[src/rtl/pwm_pulse_decoder.sv]
// Servo PWM receive decoder: measures high width and period of Pulse_In in
// microsecond ticks, recovers the 4-bit position code, checks the width and
// period windows and flags loss of signal.
module pwm_pulse_decoder #(
  parameter int unsigned TICK_DIV      = 100,
  parameter int unsigned POS_MIN_US    = 1000,
  parameter int unsigned POS_SHIFT     = 6,
  parameter int unsigned WMIN_US       = 500,
  parameter int unsigned WMAX_US       = 2500,
  parameter int unsigned PERIOD_MIN_US = 10000,
  parameter int unsigned PERIOD_MAX_US = 30000,
  parameter int unsigned TIMEOUT_US    = 40000
) (
  input  logic        sysclk,
  input  logic        reset,
  input  logic        Pulse_In,
  output logic [11:0] Width_us,
  output logic [15:0] Period_us,
  output logic [3:0]  Position,
  output logic        Valid,
  output logic        Width_Err,
  output logic        Period_Err,
  output logic        Lost
);

  localparam int unsigned PW = (TICK_DIV > 1) ? $clog2(TICK_DIV) : 1;
  localparam logic [PW-1:0] PRESC_LAST = PW'(TICK_DIV - 1);

  typedef enum logic [1:0] {
    ST_IDLE,
    ST_HIGH,
    ST_LOW
  } state_t;

  state_t         state_q, state_d;
  logic [2:0]     sync_q, sync_d;
  logic           rise_q, rise_d;
  logic           fall_q, fall_d;
  logic [PW-1:0]  presc_q, presc_d;
  logic [11:0]    wcnt_q, wcnt_d;
  logic [15:0]    pcnt_q, pcnt_d;
  logic [11:0]    wheld_q, wheld_d;
  logic [11:0]    width_q, width_d;
  logic [15:0]    period_q, period_d;
  logic [3:0]     pos_q, pos_d;
  logic           valid_q, valid_d;
  logic           werr_q, werr_d;
  logic           perr_q, perr_d;
  logic           lost_q, lost_d;

  logic           tick;
  logic [11:0]    wcnt_inc;
  logic [15:0]    pcnt_inc;
  logic           timeout;
  logic           werr_calc;
  logic           perr_calc;
  logic [11:0]    pos_diff;
  logic [11:0]    pos_shifted;
  logic [3:0]     pos_calc;

  // Input synchronizer, edge strobes, microsecond prescaler and saturating counters
  always_comb begin
    sync_d   = {sync_q[1:0], Pulse_In};
    rise_d   = sync_q[1] & ~sync_q[2];
    fall_d   = ~sync_q[1] & sync_q[2];
    tick     = (presc_q == PRESC_LAST);
    if (rise_q || tick) presc_d = '0;
    else                presc_d = presc_q + 1'b1;
    // The tick of the closing cycle is included so widths read floor(N/TICK_DIV)
    wcnt_inc = (tick && (wcnt_q != '1)) ? wcnt_q + 1'b1 : wcnt_q;
    pcnt_inc = (tick && (pcnt_q != '1)) ? pcnt_q + 1'b1 : pcnt_q;
    timeout  = (pcnt_inc >= 16'(TIMEOUT_US));
  end

  // Frame classification and position code from the held width
  always_comb begin
    werr_calc   = (wheld_q < 12'(WMIN_US)) || (wheld_q > 12'(WMAX_US));
    perr_calc   = (pcnt_inc < 16'(PERIOD_MIN_US)) || (pcnt_inc > 16'(PERIOD_MAX_US));
    pos_diff    = wheld_q - 12'(POS_MIN_US);
    pos_shifted = pos_diff >> POS_SHIFT;
    if (wheld_q < 12'(POS_MIN_US)) pos_calc = '0;
    else if (pos_shifted > 12'd15) pos_calc = '1;
    else                           pos_calc = pos_shifted[3:0];
  end

  // Measurement FSM: next state, counter control and frame completion
  always_comb begin
    state_d  = state_q;
    wcnt_d   = wcnt_q;
    pcnt_d   = pcnt_q;
    wheld_d  = wheld_q;
    width_d  = width_q;
    period_d = period_q;
    pos_d    = pos_q;
    valid_d  = 1'b0;
    werr_d   = werr_q;
    perr_d   = perr_q;
    lost_d   = lost_q;
    case (state_q)
      ST_IDLE: begin
        if (rise_q) begin
          wcnt_d  = '0;
          pcnt_d  = '0;
          state_d = ST_HIGH;
        end
      end
      ST_HIGH: begin
        wcnt_d = wcnt_inc;
        pcnt_d = pcnt_inc;
        if (fall_q) begin
          wheld_d = wcnt_inc;
          state_d = ST_LOW;
        end else if (timeout) begin
          lost_d  = 1'b1;
          state_d = ST_IDLE;
        end
      end
      ST_LOW: begin
        pcnt_d = pcnt_inc;
        if (rise_q) begin
          width_d  = wheld_q;
          period_d = pcnt_inc;
          werr_d   = werr_calc;
          perr_d   = perr_calc;
          if (!werr_calc && !perr_calc) begin
            valid_d = 1'b1;
            lost_d  = 1'b0;
            pos_d   = pos_calc;
          end
          wcnt_d  = '0;
          pcnt_d  = '0;
          state_d = ST_HIGH;
        end else if (timeout) begin
          lost_d  = 1'b1;
          state_d = ST_IDLE;
        end
      end
      default: state_d = ST_IDLE;
    endcase
  end

  // All state registers; asynchronous reset discards any partial measurement
  always_ff @(posedge sysclk or posedge reset) begin
    if (reset) begin
      state_q  <= ST_IDLE;
      sync_q   <= '0;
      rise_q   <= 1'b0;
      fall_q   <= 1'b0;
      presc_q  <= '0;
      wcnt_q   <= '0;
      pcnt_q   <= '0;
      wheld_q  <= '0;
      width_q  <= '0;
      period_q <= '0;
      pos_q    <= '0;
      valid_q  <= 1'b0;
      werr_q   <= 1'b0;
      perr_q   <= 1'b0;
      lost_q   <= 1'b1;
    end else begin
      state_q  <= state_d;
      sync_q   <= sync_d;
      rise_q   <= rise_d;
      fall_q   <= fall_d;
      presc_q  <= presc_d;
      wcnt_q   <= wcnt_d;
      pcnt_q   <= pcnt_d;
      wheld_q  <= wheld_d;
      width_q  <= width_d;
      period_q <= period_d;
      pos_q    <= pos_d;
      valid_q  <= valid_d;
      werr_q   <= werr_d;
      perr_q   <= perr_d;
      lost_q   <= lost_d;
    end
  end

  assign Width_us   = width_q;
  assign Period_us  = period_q;
  assign Position   = pos_q;
  assign Valid      = valid_q;
  assign Width_Err  = werr_q;
  assign Period_Err = perr_q;
  assign Lost       = lost_q;

endmodule

[config.mk]
export PLATFORM = sky130hd
export DESIGN_NAME = pwm_pulse_decoder
export DESIGN_NICKNAME = d
export VERILOG_FILES = /design/src/rtl/pwm_pulse_decoder.sv
export SDC_FILE = /design/constraint.sdc
export NUM_CORES = 1
export LEC_CHECK = 0
export CELL_PAD_IN_SITES_DETAIL_PLACEMENT = 1
export CELL_PAD_IN_SITES_GLOBAL_PLACEMENT = 1
export CORE_ASPECT_RATIO = 0.5
export CORE_MARGIN = 2
export CORE_UTILIZATION = 40
export DETAILED_ROUTE_END_ITERATION = 10
export MAX_ROUTING_LAYER = met4
export PLACE_DENSITY = 0.76
export SYNTH_ARGS = -nofsm -noshare
export SYNTH_HDL_FRONTEND = slang
export SYNTH_SLANG_ARGS = --single-unit
[constraint.sdc]
create_clock -name sysclk -period 2.9 [get_ports sysclk]
set_input_delay 0.435 -clock sysclk [delete_from_list [all_inputs] [get_ports sysclk]]
set_output_delay 0.435 -clock sysclk [all_outputs]
set_load 0.005 [all_outputs]
# --- Yosys cells after proc, flatten, opt, wreduce, memory -nomap -nowiden ---
# Cells that the tools add are included.
totals:
  elab_cells: 81
  register_bits: 90
  out_inout_bits: 36
op_classes:
  n_reduce_logical: 19
  addsub: 4
  bitwise: 4
  magnitude_cmp: 7
  eq_ne: 9
  n_mux: 23
ops:
  columns: ["op", "count"]
  rows:
  - ["$mux W16", 3]
  - ["$pmux W16 S3", 1]
  - ["$mux W12", 2]
  - ["$pmux W12 S2", 1]
  - ["$add A16 B1 Y16 const B", 1]
  - ["$ge A16 B16 Y1 const B", 1]
  - ["$gt A16 B15 Y1 const B", 1]
  - ["$lt A16 B14 Y1 const B", 1]
  - ["$ne A16 B16 Y1 const B", 1]
  - ["$add A12 B1 Y12 const B", 1]
  - ["$gt A12 B12 Y1 const B", 1]
  - ["$lt A12 B10 Y1 const B", 1]
  - ["$lt A12 B9 Y1 const B", 1]
  - ["$ne A12 B12 Y1 const B", 1]
  - ["$sub A12 B10 Y12 const B", 1]
  - ["$mux W2", 4]
  - ["$mux W4", 2]
  - ["$reduce_and A2 Y1", 4]
  - ["$add A7 B1 Y7 const B", 1]
  - ["$eq A7 B7 Y1 const B", 1]
  - ["$mux W1", 7]
  - ["$mux W7", 1]
  - ["$gt A6 B4 Y1 const B", 1]
  - ["$pmux W2 S3", 1]
  - ["other kinds (16)", 26]

# --- Depth between registers and ports, before layout ---
# Gate-level depths: netlist of the first run.
logic_depth:
  depth_word: 10
  ltp_mapped: 12

# --- Worst setup path after synthesis of the first run ---
# Ideal clock, no wire load.
synth_timing:
  kind: "register to register"
  from: "register presc_q[3]"
  to: "register pos_q[0], in the netlist Position[0]"
  setup_ps: 126
  synth_period_minus_slack_ps: 2720
  arrival_time_ps: 2594
  t_required_ps: 2774
  path_slack_ps: 180
  path_buffers: 0
  stages_incl_launch_ff: 9
  path_cell_list: "dfrtp_1 or4b_4 nor4_4 a41oi_2 o221ai_2 nor4_4 o31ai_4 o21ba_4 a221o_1"
synth_between:
  elab_chain_len: 8
synth_rtl:
  columns: ["element", "line_no", "source"]
  rows:
  - ["start, declared", "39", "logic [PW-1:0] presc_q, presc_d;"]
  - ["start signal, assigned", "165", "presc_q <= presc_d;"]
  - ["$eq A7 B7 Y1 (*)", "66", "tick = (presc_q == PRESC_LAST);"]
  - ["$logic_and A1 B1 Y1 (*)", "71", "pcnt_inc = (tick && (pcnt_q != '1)) ? pcnt_q + 1'b1 : pcnt_q;"]
  - ["$mux W16 (*)", "71", null]
  - ["$lt A16 B14 Y1 or $gt A16 B15 Y1 (tied branches)", "78", "perr_calc = (pcnt_inc < 16'(PERIOD_MIN_US)) || (pcnt_inc > 16'(PERIOD_MAX_US));"]
  - ["$logic_or A1 B1 Y1 (*)", "78", null]
  - ["$logic_not A1 Y1 (*)", "125", "if (!werr_calc && !perr_calc) begin"]
  - ["$logic_and A1 B1 Y1 (*)", "125", null]
  - ["$reduce_and A3 Y1 (no line) (*)", null, null]
  - ["end signal, assigned", "171", "pos_q <= pos_d;"]
  - ["end, declared", "45", "logic [3:0] pos_q, pos_d;"]
# Mark *: on every way between the ends. The rest lies on a longest branch, timed or not.
# A chain may end at the register's enable or synchronous reset.

# --- Worst setup path after layout of the first run ---
layout_timing:
  from: "register presc_q[4]"
  to: "register pos_q[1], in the netlist Position[1]"
# The elaborated chain is that of the path after synthesis.

==> results of run 1 <==
[registers in the layout (all words and copies together), names as in the netlist, 2 cells and up]
name,count
Period_us,16
Position,4
Width_us,12
pcnt_q,16
presc_q,7
state_q,2
sync_q,3
wcnt_q,12
wheld_q,12
[worst reg2reg max path, stage by stage, from the launching register on]
cell	delay, ps
dfrtp_1	420
or4b_4	610
nor3_1	390
nand4b_1	160
a22oi_1	320
nor4_4	80
o31ai_4	270
o21ba_4	210
a221o_1	290
[logic make-up (layout without fill, tap and decap cells)]
group           after synthesis  count (layout)  share of synthesized area
compound gates              154             154                      0.203
flops                        90              90                      0.460
simple gates                204             204                      0.209
fa+ha+maj                     7               7                     0.0179
xor+xnor                     27              27                     0.0483
buf+inv                      39             111                     0.0304
mux                          14              14                     0.0317
[per-layer routing]
layer,routed length [um],GRT usage,vias up
li1,-,-,2070
met1,6460,0.274,2187
met2,6410,0.375,55
met3,316,0.0365,18
met4,208,0.0658,0
met5,0,-,-
[power by group through the flow]
stage	Sequential (mW)	Clock [mW]	Combinational (mW)
floorplan	1.62	0	0.699
global placement	1.70	0	1.05
detailed placement	1.71	0	1.10
CTS	1.69	1.19	1.11
global route	1.73	1.24	1.24
finish	1.69	1.17	1.09
[Yosys cell counts (all sizes together) (6+ instances only)]
cell type	instances	area, um^2
dfrtp	89	2230
nand2	68	255
o21ai	57	285
nor2	48	180
a21oi	33	165
clkbuf	26	97.6
nor3	19	100
nand3	17	85.1
o31ai	15	126
xnor2	15	131
mux2	12	135
xor2	12	105
a31oi	10	68.8
and2	9	56.3
inv	9	33.8
and4	7	61.3
ha	7	87.6
nand4	7	43.8
and3	6	37.5
[stage by stage]
step,cells,TNS (ps),cell area (um^2)
after floorplan,535,0,4900
after global placement,754,0,5730
after detailed placement,754,0,5730
after CTS,770,0,6020
after global routing,772,-126,6100
final,772,0,6100
[cells in the final DEF (no fill, tap or decap), types with 8 or more instances in the layout]
master / Yosys / layout
clkbuf_16: 0 / 9
xor2_1: 12 / 12
dfrtp_1: 89 / 89
o21ai_0: 57 / 56
nor2_1: 48 / 46
a31oi_1: 9 / 9
buf_4: 0 / 47
inv_1: 9 / 8
o31ai_1: 14 / 14
nor3_1: 18 / 15
and2_1: 9 / 9
nand3_1: 17 / 16
mux2_2: 12 / 12
nand2_1: 68 / 67
xnor2_1: 15 / 15
clkdlybuf4s50_1: 0 / 38
a21oi_1: 33 / 33
[layout make-up]
class / count / area [um^2] / share of cell area
clock inverter: 7 / 66.3 / 0.0109
inverter: 9 / 35.0 / 0.00574
tap: 165 / 206 / 0.0338
clock buffer: 9 / 225 / 0.0369
multi-input combinational: 406 / 2560 / 0.420
sequential: 90 / 2250 / 0.369
timing repair buffer: 86 / 753 / 0.123
[path summary, 6_finish.rpt]
kind	start	endpoint	slack, ps	cells after the start
worst max-delay path	presc_q[4]$_DFF_PP0_	Position[1]$_DFFE_PP0P_	20	8
worst min-delay path	sync_q[0]$_DFF_PP0_	sync_q[1]$_DFF_PP0_	360	0
worst max register to register	presc_q[4]$_DFF_PP0_	Position[1]$_DFFE_PP0P_	20	8
worst min register to register	sync_q[0]$_DFF_PP0_	sync_q[1]$_DFF_PP0_	360	0
max in group asynchronous	reset	Period_us[8]$_DFFE_PP0P_	1830	3
min in group asynchronous	reset	rise_q$_DFF_PP0_	450	2
[timing repair]
action / 4_1_cts / 5_1_grt
resized for setup: 0 / 13
setup endpoints to repair: 0 / 6
buffers inserted: 0 / 2
==> impl_results.md, run 1 <==
- Status: completed
- Clock Path Buffers: 2
- Largest net degree at the start of global routing: 47
- Detailed router's first-iteration violation count: 198
- P&R area growth vs syn: 24.6%
- Final core utilization: 0.514
- Cell Pwr Density: 648 nW/um^2
- Hold_ws: 358 ps
- Main synth FF type: dfrtp_1
- CP Data Required Time: 3130 ps
- Synth warnings: 0
- Gr usage total: 0.219
- CP delay by family, top: simple AND/OR/NAND/NOR gates
- Final nets: 612
- Pint: 2.54 mW
- Final setup viols: 0
- Kind of critical path: flop to flop
- Initial antenna violation count: 0
- DP Wirelength: 9820 um
- Drt via density: 5.61
- Mapped Avg Cell Area: 9.16 um^2
- Final worst setup slack: 24.7 ps
- EDFF count, synth: 0
- Total CTS buffers: 9
- CTS root buffer: clkbuf_16
- Net switching power: 1.41 mW
- Tcrit/Tclk final: 0.991
- Pre-CTS setup slack: 27.4 ps
- RSZ-0062 raised after global routing: true
- Clock power share: 0.295
- Worst setup EP type: flop
- Max cap viols: 0
- Hold violation count in the final report: 0
- Syn_nets: 545
- Min Tclk post-route: 2880 ps
- Routed WL per cell: 17.3 um
- Die width: 161 um
- Worst Tran Pin Value: 596 ps
- Yosys cell types: 61
- CORE AREA: 11,900 um^2
- CTS tree: built
- Die area: 13,200 um^2
- Fillers: 1,374
- Sw frac: 0.357
- Gpl congestion: 0.871
- Insertion delay to the later sink of the worst-skew pair: 360 ps
- Fmax: 0.348 GHz
- # hold bufs at CTS: 0
- Total design power: 3.96 mW
- Maximum vdd drop: 0.000372 V
- Ports: 39
- Crit path buffers/inverters: 0
- Die height: 82.3 um
- CTS Sinks: 90
- First-pass DRT Iterations: 4
- Vias: 4,330
- Sequential Power Share: 0.428
- Clock transition at path regs: 70 ps
- Initial core utilization: 0.413
- Rel. slew slack: 0.601
- Cell area after synthesis: 4900 um^2
- Worst path cell trace: or4b_4, nor3_1, nand4b_1, a22oi_1, nor4_4, o31ai_4, o21ba_4, a221o_1
- Combinational share of power: 0.277
- Congestion Overflow GR: 0
- Min-Delay Path Class: flop to flop
- Worst Path Arrival: 3110 ps
- Sequential area share after synthesis: 0.460
- Final ANT Viol Nets: 0
- Pleak: 2.53 nW
- Slew Limit Fails: 0
- Max stage delay on crit path: 610 ps
- Final wirelength: 13,400 um
- Cell count after synthesis: 535
- DRC Markers: 0
- Global-route wire length before repair: 22,200 um
- ANT cells: 0
- Synth async-reset ratio: 1.00
- Layout cells sized above 1: 0.166
- Skew final: 9.70 ps
- Setup crit start kind: flop
- Via count of the first global-routing pass: 4,348
- H-tree Lvls: 3
- Standard-cell row count: 28
- Port Buf Inserts: 38
- Flops & latches, synth: 90
- CP max FO: 6
- Critical path's slowest cell: or4b_4
Power figures use the tool's default switching activity.
==> run 2, diff against run 1 <==
--- a/config.mk
+++ b/config.mk
@@ -11,8 +11,10 @@
 export CORE_MARGIN = 2
 export CORE_UTILIZATION = 40
 export DETAILED_ROUTE_END_ITERATION = 10
+export GPL_TIMING_DRIVEN = 0
 export MAX_ROUTING_LAYER = met4
 export PLACE_DENSITY = 0.76
+export SKIP_CTS_REPAIR_TIMING = 1
 export SYNTH_ARGS = -nofsm -noshare
 export SYNTH_HDL_FRONTEND = slang
 export SYNTH_SLANG_ARGS = --single-unit
==> impl_results.md, run 2 (synthesized netlist as in run 1, its figures left out) <==
- Vias: 4,366 (was 4,330)
- CTS Sinks: 90 (unchanged)
- Die width: 161 um (unchanged)
- Gpl congestion: 0.871 (about the same)
- Clock Path Buffers: 2 (unchanged)
- Max cap viols: 0 (unchanged)
- Gr usage total: 0.217 (was 0.219)
- Final ANT Viol Nets: 0 (unchanged)
- Min Tclk post-route: 2850 ps (was 2880 ps)
- Worst setup EP type: flop (unchanged)
- RSZ-0062 raised after global routing: true (unchanged)
- Critical path's slowest cell: or4_4 (was or4b_4)
- Setup crit start kind: flop (unchanged)
- CTS root buffer: clkbuf_16 (unchanged)
- CORE AREA: 11,900 um^2 (unchanged)
- Final nets: 612 (unchanged)
- Worst path cell trace: ha_2, and3_1, nand3_2, or4_4, xor2_4, nand2_1, o31ai_4, o21ba_4, a221o_1 (was or4b_4, nor3_1, nand4b_1, a22oi_1, nor4_4, o31ai_4, o21ba_4, a221o_1)
- Initial antenna violation count: 0 (unchanged)
- Standard-cell row count: 28 (unchanged)
- Max stage delay on crit path: 610 ps (about the same)
- Maximum vdd drop: 0.000369 V (was 0.000372 V)
- Worst Path Arrival: 3090 ps (was 3110 ps)
- Most common cell after layout, fill and taps aside: dfrtp_1 (unchanged)
- Status: completed (unchanged)
- Hold violation count in the final report: 0 (unchanged)
- Final setup viols: 0 (unchanged)
- Rel. slew slack: 0.490 (was 0.601)
- Worst Tran Pin Value: 762 ps (was 596 ps)
- Ports: 39 (unchanged)
- Final core utilization: 0.521 (was 0.514)
- Initial core utilization: 0.413 (unchanged)
- CTS tree: built (unchanged)
- First-pass DRT Iterations: 4 (unchanged)
- Via count of the first global-routing pass: 4,213 (was 4,348)
- Most frequent cells in the layout: dfrtp_1 (79), nand2_1 (66), o21ai_0 (55) (was dfrtp_1 (89), nand2_1 (67), o21ai_0 (56))
- Tcrit/Tclk final: 0.982 (was 0.991)
- Crit path buffers/inverters: 0 (unchanged)
- CP Data Required Time: 3140 ps (was 3130 ps)
- Congestion Overflow GR: 0 (unchanged)
- Drt via density: 5.66 (was 5.61)
- CP delay by family, top: simple AND/OR/NAND/NOR gates (unchanged)
- Fmax: 0.351 GHz (was 0.348 GHz)
- Insertion delay to the later sink of the worst-skew pair: 350 ps (was 360 ps)
- Met1 usage: 0.279 (was 0.274)
- Global-route wire length before repair: 21,900 um (was 22,200 um)
- DP Wirelength: 9310 um (was 9820 um)
- Total design power: 3.95 mW (was 3.96 mW)
- Min-Delay Path Class: flop to flop (unchanged)
- Die height: 82.3 um (unchanged)
- DRC Markers: 0 (unchanged)
- H-tree Lvls: 3 (unchanged)
- Skew final: 6.20 ps (was 9.70 ps)
- CP max FO: 6 (unchanged)
- Slew Limit Fails: 0 (unchanged)
- Dpl cells: 739 (was 754)
- Pleak: 2.48 nW (was 2.53 nW)
- Clock transition at path regs: 70 ps (about the same)
- Top Usage Layer GRT: met2 (unchanged)
- Port Buf Inserts: 38 (unchanged)
- Met2 Track Usage GR: 0.368 (was 0.375)
- Detailed router's first-iteration violation count: 262 (was 198)
- Cell Pwr Density: 639 nW/um^2 (was 648 nW/um^2)
- ANT cells: 0 (unchanged)
- Layout cells sized above 1: 0.188 (was 0.166)
- Final wirelength: 14,100 um (was 13,400 um)
- P&R area growth vs syn: 26.2% (was 24.6%)
- Fillers: 1,351 (was 1,374)
- Post-route insts no fill: 772 (unchanged)
- Die area: 13,200 um^2 (unchanged)
- Kind of critical path: flop to flop (unchanged)
- Largest net degree at the start of global routing: 50 (was 47)
- Routed WL per cell: 18.2 um (was 17.3 um)
- Global Route met3 Usage: 0.0360 (was 0.0365)
- Total CTS buffers: 9 (unchanged)
[run 2: layout make-up]
class,instances,area (um^2),share of cell area
inverters,9,36.3,0.00587
multi-input cells,406,2700,0.437
plain buffers,23,100,0.0162
repair buffers,63,588,0.0951
flip-flops and latches,90,2270,0.366
clock buffers,9,225,0.0364
well taps,165,206,0.0334
clock inverters,7,58.8,0.00951
[run 2: metal layers]
layer / vias up / share of wire
met1: 2199 / 0.47
met4: 0 / 0.014
met2: 84 / 0.48
met3: 17 / 0.036
li1: 2066 / -
met5: - / 0
[run 2: power breakdown]
group | internal (mW) | switching [mW] | total, mW
sequential | 1.46 | 0.207 | 1.66
combinational | 0.477 | 0.666 | 1.14
clock | 0.597 | 0.551 | 1.15
total | 2.53 | 1.42 | 3.95
[run 2: path summary, 6_finish.rpt]
check,start,end,slack (ps),cells after the start
worst max-delay path,pcnt_q[1]$_DFFE_PP0P_,Position[1]$_DFFE_PP0P_,50,9
worst min register to register,sync_q[0]$_DFF_PP0_,sync_q[1]$_DFF_PP0_,350,0
min in group asynchronous,reset,presc_q[1]$_DFF_PP0_,480,2
worst min-delay path,sync_q[0]$_DFF_PP0_,sync_q[1]$_DFF_PP0_,350,0
worst max register to register,pcnt_q[1]$_DFFE_PP0P_,Position[1]$_DFFE_PP0P_,50,9
max in group asynchronous,reset,Lost$_DFFE_PP1P_,1740,3
[run 2: per-stage QoR]
step / setup WS [ps] / setup TNS [ps] / hold slack (ps) / area (um^2)
4_1_cts: -318 / -3250 / 356 / 5800
2_1_floorplan: 131 / 0 / 331 / 4900
5_1_grt: -75.7 / -289 / 364 / 6180
3_5_place_dp: -297 / -3020 / 340 / 5520
3_3_place_gp: -1420 / -129560 / 334 / 5490
6_report: 51.9 / 0 / 354 / 6180
==> run 3, diff against run 2 <==
--- a/config.mk
+++ b/config.mk
@@ -13,7 +13,7 @@
 export DETAILED_ROUTE_END_ITERATION = 10
 export GPL_TIMING_DRIVEN = 0
 export MAX_ROUTING_LAYER = met4
-export PLACE_DENSITY = 0.76
+export PLACE_DENSITY = 0.73
 export SKIP_CTS_REPAIR_TIMING = 1
 export SYNTH_ARGS = -nofsm -noshare
 export SYNTH_HDL_FRONTEND = slang
==> constraint.sdc (replaced) <==
create_clock -name sysclk -period 3.4 [get_ports sysclk]
set_input_delay 0.51 -clock sysclk [delete_from_list [all_inputs] [get_ports sysclk]]
set_output_delay 0.51 -clock sysclk [all_outputs]
set_load 0.005 [all_outputs]
==> impl_results.md, run 3 (synthesized netlist as in run 1, its figures left out) <==
- Gr usage total: 0.221 (was 0.217)
- Dpl cells: 739 (unchanged)
- Slew Limit Fails: 0 (unchanged)
- Final core utilization: 0.494 (was 0.521)
- Final ANT Viol Nets: 0 (unchanged)
- Tcrit/Tclk final: 0.950 (was 0.982)
- Final nets: 596 (was 612)
- Post-route insts no fill: 756 (was 772)
- CTS Sinks: 90 (unchanged)
- First-pass DRT Iterations: 4 (unchanged)
- Drt via density: 5.65 (was 5.66)
- Final setup viols: 0 (unchanged)
- Max cap viols: 0 (unchanged)
- Most frequent cells in the layout: dfrtp_1 (89), nand2_1 (68), o21ai_0 (57) (was dfrtp_1 (79), nand2_1 (66), o21ai_0 (55))
- Die width: 161 um (unchanged)
- Critical path's slowest cell: dfrtp_1 (was or4_4)
- Min-Delay Path Class: flop to flop (unchanged)
- Routed WL per cell: 17.8 um (was 18.2 um)
- Skew final: 10.9 ps (was 6.20 ps)
- Global-route wire length before repair: 22,100 um (was 21,900 um)
- CORE AREA: 11,900 um^2 (unchanged)
- Min Tclk post-route: 3230 ps (was 2850 ps)
- ANT cells: 0 (unchanged)
- Total CTS buffers: 9 (unchanged)
- Vias: 4,272 (was 4,366)
- Standard-cell row count: 28 (unchanged)
- DP Wirelength: 9500 um (was 9310 um)
- Kind of critical path: flop to flop (unchanged)
- Cell Pwr Density: 591 nW/um^2 (was 639 nW/um^2)
- Initial core utilization: 0.413 (unchanged)
- Maximum vdd drop: 0.000300 V (was 0.000369 V)
- Die area: 13,200 um^2 (unchanged)
- CTS root buffer: clkbuf_16 (unchanged)
- Worst Path Arrival: 3470 ps (was 3090 ps)
- Worst Tran Pin Value: 715 ps (was 762 ps)
- Rel. slew slack: 0.518 (was 0.490)
- Status: completed (unchanged)
- Gpl congestion: 0.886 (was 0.871)
- Via count of the first global-routing pass: 4,306 (was 4,213)
- Worst path cell trace: ha_1, and3_1, nand3_1, clkbuf_1, o21ai_0, a22oi_1, nor4_4, o31ai_4, o21ba_4, a221o_1 (was ha_2, and3_1, nand3_2, or4_4, xor2_4, nand2_1, o31ai_4, o21ba_4, a221o_1)
- Initial antenna violation count: 0 (unchanged)
- Largest net degree at the start of global routing: 51 (was 50)
- P&R area growth vs syn: 19.7% (was 26.2%)
- Hold violation count in the final report: 0 (unchanged)
- CTS tree: built (unchanged)
- Most common cell after layout, fill and taps aside: dfrtp_1 (unchanged)
- Pleak: 2.34 nW (was 2.48 nW)
- CP max FO: 10 (was 6)
- Clock Path Buffers: 2 (unchanged)
- Setup crit start kind: flop (unchanged)
- Clock transition at path regs: 70 ps (about the same)
- Worst setup EP type: flop (unchanged)
- Fmax: 0.310 GHz (was 0.351 GHz)
- Final wirelength: 13,400 um (was 14,100 um)
- Port Buf Inserts: 38 (unchanged)
- Congestion Overflow GR: 0 (unchanged)
- CP Data Required Time: 3640 ps (was 3140 ps)
- Max stage delay on crit path: 470 ps (was 610 ps)
- Detailed router's first-iteration violation count: 207 (was 262)
- R2R setup slack: 170 ps (was 50 ps)
- DRC Markers: 0 (unchanged)
- Die height: 82.3 um (unchanged)
- Design Area, Final: 5870 um^2 (was 6180 um^2)
- Layout cells sized above 1: 0.0846 (was 0.188)
- H-tree Lvls: 3 (unchanged)
- Ports: 39 (unchanged)
- Insertion delay to the later sink of the worst-skew pair: 360 ps (was 350 ps)
- Post-DP Area: 5520 um^2 (unchanged)
run 3: cell count changes in the layout (fill, tap and decap cells not counted), moves of 4 or more:
cell      previous run  this run
dfrtp_2             10         0
dfrtp_1             79        89
clkbuf_1            14        26
and4_1               3         7
buf_4               26         1
nor3_1              11        17
run 3: final timing paths:
kind,to,start,cells after the start
setup / recovery,Position[1]$_DFFE_PP0P_,pcnt_q[1]$_DFFE_PP0P_,10
hold / removal,sync_q[1]$_DFF_PP0_,sync_q[0]$_DFF_PP0_,0
setup reg to reg,Position[1]$_DFFE_PP0P_,pcnt_q[1]$_DFFE_PP0P_,10
hold reg to reg,sync_q[1]$_DFF_PP0_,sync_q[0]$_DFF_PP0_,0
max in group asynchronous,Lost$_DFFE_PP1P_,reset,3
min in group asynchronous,presc_q[1]$_DFF_PP0_,reset,2
run 3: area by class of cell:
class | instances | area, um^2
sequential | 90 | 2250
fill | 1374 | 6010
timing repair buffer | 40 | 415
buffer | 30 | 115
tap | 165 | 206
inverter | 9 | 36.3
clock buffer | 9 | 225
clock inverter | 7 | 91.3
multi-input combinational | 406 | 2520
run 3: critical path, delay by kind of cell (launching register included):
kind	cells	cell delay [ps]
flip-flops	1	470
adder cells (fa/ha/maj)	1	290
AND/OR/NAND/NOR	3	460
AO/OA/AOI/OAI	5	1520
buffers and inverters	1	380
run 3: through the flow:
stage,setup TNS [ps],setup slack [ps],power (mW),hold WS (ps)
after floorplan,0,556,1.98,331
after global placement,-87240,-983,2.34,334
after detailed placement,0,174,2.39,342
after CTS,0,138,3.50,357
after global routing,-3.05,-3.05,3.68,363
final,0,171,3.47,357
run 3: power breakdown:
group | switching, mW | internal, mW
clock | 0.495 | 0.594
combinational | 0.554 | 0.399
sequential | 0.187 | 1.24
run 3: metal layers:
| metal | up-vias | GRT usage | share of wire |
|---|---|---|---|
| li1 | 2036 | - | - |
| met1 | 2159 | 0.277 | 0.49 |
| met2 | 59 | 0.376 | 0.48 |
| met3 | 18 | 0.0430 | 0.024 |
| met4 | 0 | 0.0568 | 0.010 |
| met5 | - | - | 0 |
